File: config.mk
export PLATFORM = sky130hd
export DESIGN_NAME = draw_arbiter
export DESIGN_NICKNAME = d
export VERILOG_FILES = /design/src/rtl/draw_arbiter_pkg.sv /design/src/rtl/draw_arbiter_rr_picker.sv /design/src/rtl/draw_arbiter.sv
export SDC_FILE = /design/constraint.sdc
export NUM_CORES = 1
export LEC_CHECK = 0
export ABC_AREA = 1
export BUFFER_PORTS_ARGS = -buffer_cell sky130_fd_sc_hd__clkbuf_2
export CAP_MARGIN = 5
export CORE_UTILIZATION = 38
export DETAILED_ROUTE_END_ITERATION = 8
export GPL_ROUTABILITY_DRIVEN = 1
export PLACE_DENSITY = 0.85
export SLEW_MARGIN = 20
export SYNTH_ARGS = -nofsm -noshare
export SYNTH_HDL_FRONTEND = slang
export SYNTH_HIERARCHICAL = 1
export SYNTH_SLANG_ARGS = --single-unit
File: constraint.sdc
create_clock -name clk -period 3.54 [get_ports clk]
set_input_delay 0.177 -clock clk [delete_from_list [all_inputs] [get_ports clk]]
set_output_delay 0.177 -clock clk [all_outputs]
set_load 0.03 [all_outputs]
File: src/rtl/draw_arbiter_pkg.sv
// Shared VGA geometry constants, arbiter state encoding and packed-bus slice helpers.
package vga_pkg;

    localparam int X_W       = 8;
    localparam int Y_W       = 7;
    localparam int C_W       = 3;
    localparam int X_MAX     = 159;
    localparam int Y_MAX     = 119;
    localparam int MAX_NREQ  = 8;
    localparam int IDX_MAX_W = 3;

    typedef enum logic [1:0] {
        IDLE    = 2'd0,
        RUN     = 2'd1,
        RELEASE = 2'd2
    } arb_state_t;

    // Buses are passed zero-extended to the widest legal requester count.
    function automatic logic [X_W-1:0] slice_x(input logic [X_W*MAX_NREQ-1:0] bus,
                                               input logic [IDX_MAX_W-1:0]     idx);
        return bus[int'(idx)*X_W +: X_W];
    endfunction

    function automatic logic [Y_W-1:0] slice_y(input logic [Y_W*MAX_NREQ-1:0] bus,
                                               input logic [IDX_MAX_W-1:0]     idx);
        return bus[int'(idx)*Y_W +: Y_W];
    endfunction

    function automatic logic [C_W-1:0] slice_c(input logic [C_W*MAX_NREQ-1:0] bus,
                                               input logic [IDX_MAX_W-1:0]     idx);
        return bus[int'(idx)*C_W +: C_W];
    endfunction

endpackage

File: src/rtl/draw_arbiter_rr_picker.sv
// Combinational round-robin picker: first set request strictly after 'last', wrapping.
module rr_picker #(
    parameter int NREQ  = 3,
    parameter int IDX_W = (NREQ > 1) ? $clog2(NREQ) : 1
) (
    input  logic [NREQ-1:0]  req_i,
    input  logic [IDX_W-1:0] last_i,
    output logic             valid_o,
    output logic [IDX_W-1:0] winner_o
);

    // Scan NREQ candidates starting one past the previous winner.
    always_comb begin
        int cand;
        cand     = 0;
        valid_o  = 1'b0;
        winner_o = '0;
        for (int k = 1; k <= NREQ; k++) begin
            cand = (int'(last_i) + k) % NREQ;
            if (!valid_o && req_i[cand]) begin
                valid_o  = 1'b1;
                winner_o = cand[IDX_W-1:0];
            end else begin
                valid_o  = valid_o;
            end
        end
    end

endmodule

File: src/rtl/draw_arbiter.sv
// Round-robin arbiter sharing one VGA plot port between NREQ start/done drawing engines.
module draw_arbiter
    import vga_pkg::*;
#(
    parameter int NREQ = 3
) (
    input  logic                  clk,
    input  logic                  rst_n,
    input  logic [NREQ-1:0]       req,
    output logic [NREQ-1:0]       grant,
    output logic [NREQ-1:0]       req_done,
    output logic                  busy,
    output logic [NREQ-1:0]       eng_start,
    input  logic [NREQ-1:0]       eng_done,
    input  logic [X_W*NREQ-1:0]   eng_x,
    input  logic [Y_W*NREQ-1:0]   eng_y,
    input  logic [C_W*NREQ-1:0]   eng_colour,
    input  logic [NREQ-1:0]       eng_plot,
    output logic [X_W-1:0]        vga_x,
    output logic [Y_W-1:0]        vga_y,
    output logic [C_W-1:0]        vga_colour,
    output logic                  vga_plot
);

    localparam int IDX_W = (NREQ > 1) ? $clog2(NREQ) : 1;
    localparam int XB_W  = X_W * MAX_NREQ;
    localparam int YB_W  = Y_W * MAX_NREQ;
    localparam int CB_W  = C_W * MAX_NREQ;

    localparam logic [1:0] ST_IDLE    = 2'(IDLE);
    localparam logic [1:0] ST_RUN     = 2'(RUN);
    localparam logic [1:0] ST_RELEASE = 2'(RELEASE);

    logic [1:0]           state_q, state_d;
    logic [IDX_W-1:0]     sel_q, sel_d;
    logic [IDX_W-1:0]     last_q, last_d;
    logic                 pick_valid_s;
    logic [IDX_W-1:0]     pick_idx_s;
    logic [NREQ-1:0]      sel_onehot_s;
    logic [IDX_MAX_W-1:0] sel_ext_s;
    logic [XB_W-1:0]      eng_x_ext_s;
    logic [YB_W-1:0]      eng_y_ext_s;
    logic [CB_W-1:0]      eng_c_ext_s;

    rr_picker #(
        .NREQ  (NREQ),
        .IDX_W (IDX_W)
    ) u_picker (
        .req_i    (req),
        .last_i   (last_q),
        .valid_o  (pick_valid_s),
        .winner_o (pick_idx_s)
    );

    // State, selected engine and round-robin pointer; reset leaves requester 0 first in line.
    always_ff @(posedge clk or negedge rst_n) begin
        if (!rst_n) begin
            state_q <= ST_IDLE;
            sel_q   <= '0;
            last_q  <= IDX_W'(NREQ - 1);
        end else begin
            state_q <= state_d;
            sel_q   <= sel_d;
            last_q  <= last_d;
        end
    end

    // Next-state logic; a running job ends only on its own engine's done.
    always_comb begin
        state_d = state_q;
        sel_d   = sel_q;
        last_d  = last_q;
        case (state_q)
            ST_IDLE: begin
                if (pick_valid_s) begin
                    state_d = ST_RUN;
                    sel_d   = pick_idx_s;
                end else begin
                    state_d = ST_IDLE;
                end
            end
            ST_RUN: begin
                if (eng_done[sel_q]) begin
                    state_d = ST_RELEASE;
                end else begin
                    state_d = ST_RUN;
                end
            end
            ST_RELEASE: begin
                last_d  = sel_q;
                state_d = ST_IDLE;
            end
            default: begin
                state_d = ST_IDLE;
            end
        endcase
    end

    assign sel_onehot_s = {{(NREQ-1){1'b0}}, 1'b1} << sel_q;

    // Handshake outputs decoded straight from state so reset clears them without a clock.
    always_comb begin
        grant     = '0;
        eng_start = '0;
        req_done  = '0;
        busy      = 1'b0;
        vga_plot  = 1'b0;
        case (state_q)
            ST_RUN: begin
                grant     = sel_onehot_s;
                eng_start = sel_onehot_s;
                busy      = 1'b1;
                vga_plot  = eng_plot[sel_q] & ~eng_done[sel_q];
            end
            ST_RELEASE: begin
                grant    = sel_onehot_s;
                req_done = sel_onehot_s;
                busy     = 1'b1;
            end
            default: begin
                busy = 1'b0;
            end
        endcase
    end

    assign sel_ext_s   = IDX_MAX_W'(sel_q);
    assign eng_x_ext_s = XB_W'(eng_x);
    assign eng_y_ext_s = YB_W'(eng_y);
    assign eng_c_ext_s = CB_W'(eng_colour);

    assign vga_x      = slice_x(eng_x_ext_s, sel_ext_s);
    assign vga_y      = slice_y(eng_y_ext_s, sel_ext_s);
    assign vga_colour = slice_c(eng_c_ext_s, sel_ext_s);

endmodule

==> impl_results.md, run 1 <==
* Final Max Slew Viols at 0
* Postcts setup bufs at 0
* First-pass GRT wire length at 4402 microns
* Clock sink total at 6
* CTS Buf Count at 3
* Fin crit period at between 1500 and 2000 ps
* Synthesized instance count at ~180
* Post-DR vias/cell at between 4 and 5
* Die width at 51.46 microns
* Min Hold Slack at 227.2 ps
* HPWL Detailed at 2500 microns
* Power per Cell Area at a little over 1000 nW/um^2
* Worst Path Arrival at 1640 ps
* Share of the synthesized area in the top cell type at ~34%
* Initial antenna violation count at 0
* FP Rows at 17
* Iter 0 DRT Violations at 29
* Cell Area, Synth at just over 900 sq um
* Max clock buf depth at 2
* Synth area leaders: nand2_1 (34%), dfrtp_1 (13%), nand3_1 (13%), inv_1 (7.3%), nor2_1 (6.9%)
* Register area share after synthesis at ~16%
* Final non-filler cell total at 300
* Placed insts at 295
* CP Capture Type: primary output
* Hold Vio Cnt, Final at 0
* Largest net degree at the start of global routing at 21
* Measured slew at the worst slew-check pin at around 420 ps
* Nets at 343
* Yosys warning count at 6
* Wirelength per Cell at 10.10 microns
* Layout cells sized above 1 at between 30% and 40%
* H-tree depth at 1
* GRT overflow at 0
* Layout fillers at between 200 and 250
* Synth Area per Inst at ~5.3 sq um
* Most common cell in the netlist: nand2_1
* I/O Buffers at just over 90
* Relative slew slack at a little under three quarters
* Pleak at roughly 0.93 nW
* ANT cells at 0
* Synth cell types at 19
* DR vias at around 1400
* Die ar. at 2648 sq um
* VDD IR max at roughly 0.59 mV
* Clock Tree Root: clkbuf_4
* CTS tree: yes
* Starting Density at approximately two fifths
* DRC violations left at 0
* Post-synth EDFFs at 0
* CP startpoint kind: flip-flop
* Tcrit/Tclk final at just over 50%
* Clk_skew at roughly 7.2 ps
* Largest area contributor in the netlist: nand2_1
* Share of synthesized registers carrying an async set or reset at 100.0%
* Worst skew pair latency at about 250 ps
* Routability cong. at around 0.84
* Fmax at roughly 550 MHz
* Synth Flop Type: dfrtp_1
* Total Neg Setup Slack at 0 ps
* RSZ-0062 raised after global routing: false
* Max-cap viol count at 0
* Syn_nets at approximately 250
* Reg clk slew, reported paths at ~50 ps
* Final Setup Violations at 0
* Status: finished clean
* Final WL at a little over 3000 microns
* Area growth syn-to-layout at 55.18%
* Hold/Removal Path Class: in -> reg
* Resized Gates After CTS at 0
* Post-synth top cells: nand2_1 (83), nand3_1 (25), inv_1 (18)
* I/O Pins at 94
* Area of the core at between 2000 and 2500 sq um
* Setup Crit Path Kind: reg -> out
* Die Y-Extent at between 50 and 60 microns
* Total GRT Usage at a little over a fifth
* Synthesis-stage register bit count at 6
* Post-route ant nets at 0
* Required time worst endpoint at roughly 3400 ps
* First drt pass iteration count at 4
* Crit-path max FO at 19
* Vias in the first global route at between 1000 and 1500
[final timing paths]
kind / from / endpoint / slack, ps / cells after the start
setup reg to reg: last_q[1]$_DFFE_PN1P_ / sel_q[1]$_DFFE_PN0P_ / 1780 / 7
max in group asynchronous: rst_n / last_q[1]$_DFFE_PN1P_ / 3020 / 2
hold / removal: eng_done[2] / state_q[1]$_DFF_PN0_ / 230 / 5
hold reg to reg: last_q[1]$_DFFE_PN1P_ / last_q[1]$_DFFE_PN1P_ / 470 / 2
setup / recovery: sel_q[0]$_DFFE_PN0P_ / vga_plot / 1730 / 7
min in group asynchronous: rst_n / sel_q[0]$_DFFE_PN0P_ / 290 / 2
[cell usage in the layout, fill, tap and decap left out, drive strengths merged]
cell,Yosys,layout
dfrtp,5,5
dlygate4sd3,0,1
buf,3,1
nor3,1,1
nand3,27,27
clkbuf,1,97
nand4,3,3
inv,21,21
nor2,18,18
ha,5,5
o21ai,3,3
nand2,86,86
a21oi,2,2
a31oi,1,1
dfstp,1,1
[stage by stage]
stage	total power, mW	setup WS [ps]	instance area (sq um)	utilization [%]
2_1_floorplan	1.086	1996	929.6	-
3_3_place_gp	1.379	1922	1406	62.38
3_5_place_dp	1.386	1880	1406	62.38
4_1_cts	1.468	1731	1443	63.98
5_1_grt	1.585	1647	1443	63.98
6_report	1.466	1726	1443	63.98
[routing by layer]
layer	vias up	wire (microns)	global-route usage (%)
li1	741	-	-
met1	590	1273	26.53
met2	52	1548	38.31
met3	5	173	3.274
met4	0	34	8.108
met5	-	0	0
[worst max-delay path, cell delays in order, from the launching register on]
cell	delay, ps
dfrtp_1	440
inv_2	140
nand2_2	90
inv_2	260
nand2_1	110
nand3_1	120
nor2_1	50
clkbuf_2	170
[timing repair]
| item | CTS | global route |
|---|---|---|
| setup endpoints to repair | 0 | 0 |
| hold endpoints to repair | 6 | 0 |
| hold buffers | 1 | 0 |
[flip-flops by register name, indices dropped and copies added, names as in the netlist]
register,flops
last_q,2
sel_q,2
state_q,2
[cell type report]
type	count	area (sq um)	area share, %
clock buffers	4	26.28	1.821
inverters	21	78.83	5.464
multi-input cells	146	668.1	46.31
flip-flops and latches	6	151.4	10.49
well taps	28	35.03	2.428
repair buffers	95	483.0	33.48
[cell families (layout without fill, tap and decap cells)]
logic type	count (synthesis)	after routing	share of synthesized area (%)
AND/OR/NAND/NOR	135	135	61.78
buffers and inverters	25	120	11.84
AO/OA/AOI/OAI	6	6	3.365
flip-flops	6	6	16.29
adder cells (fa/ha/maj)	5	5	6.729
[power breakdown]
| group | switching (mW) | total, mW | leakage (nW) | internal (mW) |
|---|---|---|---|---|
| Clock | 0.0266 | 0.0694 | 0.0150 | 0.0428 |
| Combinational | 0.896 | 1.25 | 0.847 | 0.355 |
| Sequential | 0.0377 | 0.146 | 0.0710 | 0.108 |
| Total | 0.960 | 1.47 | 0.933 | 0.506 |
Note: power is estimated with default switching activity, not from simulation.
==> run 2, diff against run 1 <==
Settings changed: ABC_AREA 1 to 0, CORE_UTILIZATION 38 to 36, PLACE_DENSITY 0.85 to 0.81.
Clock period 3.54 ns to 1.7 ns, I/O delays scaled along.
==> run 2 against run 1 <==
Net effect: the flow now finishes with violations (negative setup slack); sequential share of layout area down 0.49 points; largest cell class unchanged; critical endpoint is now sel_q[1]$_DFFE_PN0P_; critical path type is now reg -> reg; critical path depth stayed put; cell count decreased by 17%; global-route usage decreased by 0.19 points; clock skew is 1.6 ps higher; power is 91% higher; non-clock buffer count rose by 9; routed wire length down 1.5%; highest routed layer unchanged.
==> impl_results.md, run 2 <==
* Status: finished with violations
* Failing checks: negative setup slack
* FP Rows at 18
* Routability cong. at between 0.8 and 0.9
* Initial antenna violation count at 0
* CTS Buf Count at 3
* Area of the core at 2455 sq um
* Worst skew pair latency at around 250 ps
* Postcts setup bufs at 0
* CTS tree: yes
* Largest family of logic cells by synthesized area: multiplexers
* Relative slew slack at about 83%
* Placed insts at around 250
* Starting Density at 37.77%
* Compound-Gate Fraction of Synth Area at a little under a fifth
* Post-DR vias/cell at 4.816
* Clock sink total at 6
* H-tree depth at 1
* GRT overflow at 0
* Worst flop-to-flop path endpoint: sel_q[1]$_DFFE_PN0P_
* Syn_nets at 190
* Post-synth EDFFs at 0
* Synth cell types at 29
* Synth Flop Type: dfrtp_1
* ANT cells at 0
* I/O Buffers at 93
* CP startpoint kind: flip-flop
* Vias in the first global route at 1087
* Iter 0 DRT Violations at 25
* Fin util at around three fifths
* Crit path setup slack, layout at -141.4 ps
* Register area share after synthesis at about 16%
* Total Neg Setup Slack at -285.1 ps
* Synthesis-stage register bit count at 6
* Power per Cell Area at between 1500 and 2000 nW/um^2
* Power Total at around 2.8 mW
* RSZ-0062 raised after global routing: true
* Top Registers: last_q: 2 flops, sel_q: 2 flops, state_q: 2 flops
* Max clock buf depth at 2
* Nets at roughly 290
* Layout fillers at approximately 240
* Pleak at just over 0.8 nW
* First-pass GRT wire length at around 4500 microns
* Max layer used: met4
* Most common cell after layout, fill and taps aside: clkbuf_2
* Reg clk slew, reported paths at approximately 50 ps
* Required time worst endpoint at 1830 ps
* Post-synth top cells: nand2_1 (21), mux2i_1 (20), o21ai_0 (20)
* Largest area contributor in the netlist: mux2i_1
* HPWL Detailed at approximately 2600 microns
* First drt pass iteration count at 4
* Fmax at about 540 MHz
* Tcrit/Tclk final at 108.3%
* Final non-filler cell total at 250
* Final Setup Violations at 3
* DRC violations left at 0
* Most frequent cells in the layout: clkbuf_2 (93), mux2i_1 (20), nand2_1 (20), o21ai_0 (20)
* Final WL at 2985 microns
* Layout cells sized above 1 at approximately 54%
* DR vias at roughly 1200
* Max-cap viol count at 0
* Yosys warning count at 6
* Synthesized instance count at 120
* R2r setup slk at -140 ps
* Area growth syn-to-layout at 63.29%
* FF-to-FF Start: last_q[1]$_DFFE_PN1P_
* VDD IR max at around 1.2 mV
* Measured slew at the worst slew-check pin at between 200 and 300 ps
* Die Y-Extent at between 50 and 60 microns
* Final Max Slew Viols at 0
* WL met1 at 1110 microns
* Setup Crit Path Kind: reg -> reg
* Post-synthesis simple-gate area fraction at a little over a fifth
* Hold Vio Cnt, Final at 0
* Share of synthesized registers carrying an async set or reset at between 90% and 100%
* Xor/xnor cell area share of the yosys netlist at 0%
* Mux contribution to synthesized area at 26.45%
* CP Capture Type: flip-flop
* Multi-input logic area at 725.7 sq um
* Fin crit period at roughly 1800 ps
* Crit-path max FO at 3
* Most common cell in the netlist: nand2_1
* Hold/Removal Path Class: in -> async
* Post-route ant nets at 0
* Die width at between 50 and 60 microns
* Met2 wire len at around 1700 microns
* Cell Area, Synth at 927.1 sq um
* Register Area at roughly 150 sq um
* Synth area leaders: mux2i_1 (22%), dfrtp_1 (13%), o21ai_0 (11%), nand2_1 (8.5%), and2_1 (6.7%)
* I/O Pins at 94
* Post-Synth Adder-Cell Area at 7.962%
* Worst Path Arrival at ~2000 ps
* Die ar. at approximately 2800 sq um
* Largest net degree at the start of global routing at 22
* R2R cell count at 7
* Clock Tree Root: clkbuf_4
* Clk_skew at approximately 8.8 ps
* Share of the synthesized area in the top cell type at 21.59%
* Synth Area per Inst at about 7.7 sq um
* Total GRT Usage at a little over a fifth
* Wire length on met3 at roughly 140 microns
* Wirelength per Cell at 11.94 microns
-- run 2: kinds of logic after synthesis --
kind of cell / Yosys count
simple gates: 40
compound gates: 30
buf+inv: 14
flops: 6
fa+ha+maj: 6
mux: 24
-- run 2: repair_timing --
item	4_1_cts	5_1_grt
gates resized for setup	1	4
gates cloned	0	0
pin swaps	0	3
hold buffers	1	0
endpoints found under the setup margin	3	4
hold endpoints to repair	6	0
-- run 2: worst max-delay path: stages (launching register included) --
cell	delay, ps
dfstp_2	560
inv_2	50
ha_4	160
o32a_1	330
o21ai_1	170
a21oi_2	50
nand2_2	100
mux2_4	300
-- run 2: worst max-delay path by stage --
stage	start	slack, ps	endpoint	depth (start not counted)
after floorplan	last_q[1]$_DFFE_PN1P_	-70	sel_q[0]$_DFFE_PN0P_	7
after global placement	last_q[1]$_DFFE_PN1P_	-110	sel_q[1]$_DFFE_PN0P_	7
after detailed placement	last_q[1]$_DFFE_PN1P_	-150	sel_q[1]$_DFFE_PN0P_	7
after CTS	last_q[1]$_DFFE_PN1P_	-150	sel_q[1]$_DFFE_PN0P_	6
after global routing	last_q[1]$_DFFE_PN1P_	-190	sel_q[1]$_DFFE_PN0P_	7
final	last_q[1]$_DFFE_PN1P_	-140	sel_q[1]$_DFFE_PN0P_	7
-- run 2: metal layers --
metal | vias to the layer above | global-route usage (%)
met4 | 0 | 9.649
met5 | - | 0
li1 | 615 | -
met2 | 48 | 45.15
met1 | 533 | 20.07
met3 | 8 | 2.609
-- run 2: through the flow --
step | setup slack [ps] | hold WS [ps] | cell area (sq um)
3_5_place_dp | -147.3 | -74.73 | 1464
2_1_floorplan | -73.56 | -210.6 | 952.2
4_1_cts | -152.3 | 196.4 | 1500
3_3_place_gp | -108.7 | -81.40 | 1464
6_report | -141.4 | 192.8 | 1514
5_1_grt | -193.9 | 229.5 | 1514
-- run 2: area by class of cell --
class / instances / share of cell area (%)
Multi-Input combinational cell: 100 / 47.93
Clock buffer: 4 / 1.736
Sequential cell: 6 / 10.00
Inverter: 6 / 1.488
Tap cell: 30 / 2.479
Timing Repair Buffer: 104 / 36.36
-- run 2: where the power goes --
group          switching (mW)  leakage, nW  internal (mW)
clock network          0.0586       0.0150         0.0894
logic                    1.48        0.735          0.904
registers              0.0584       0.0738          0.215
total                    1.59        0.824           1.21
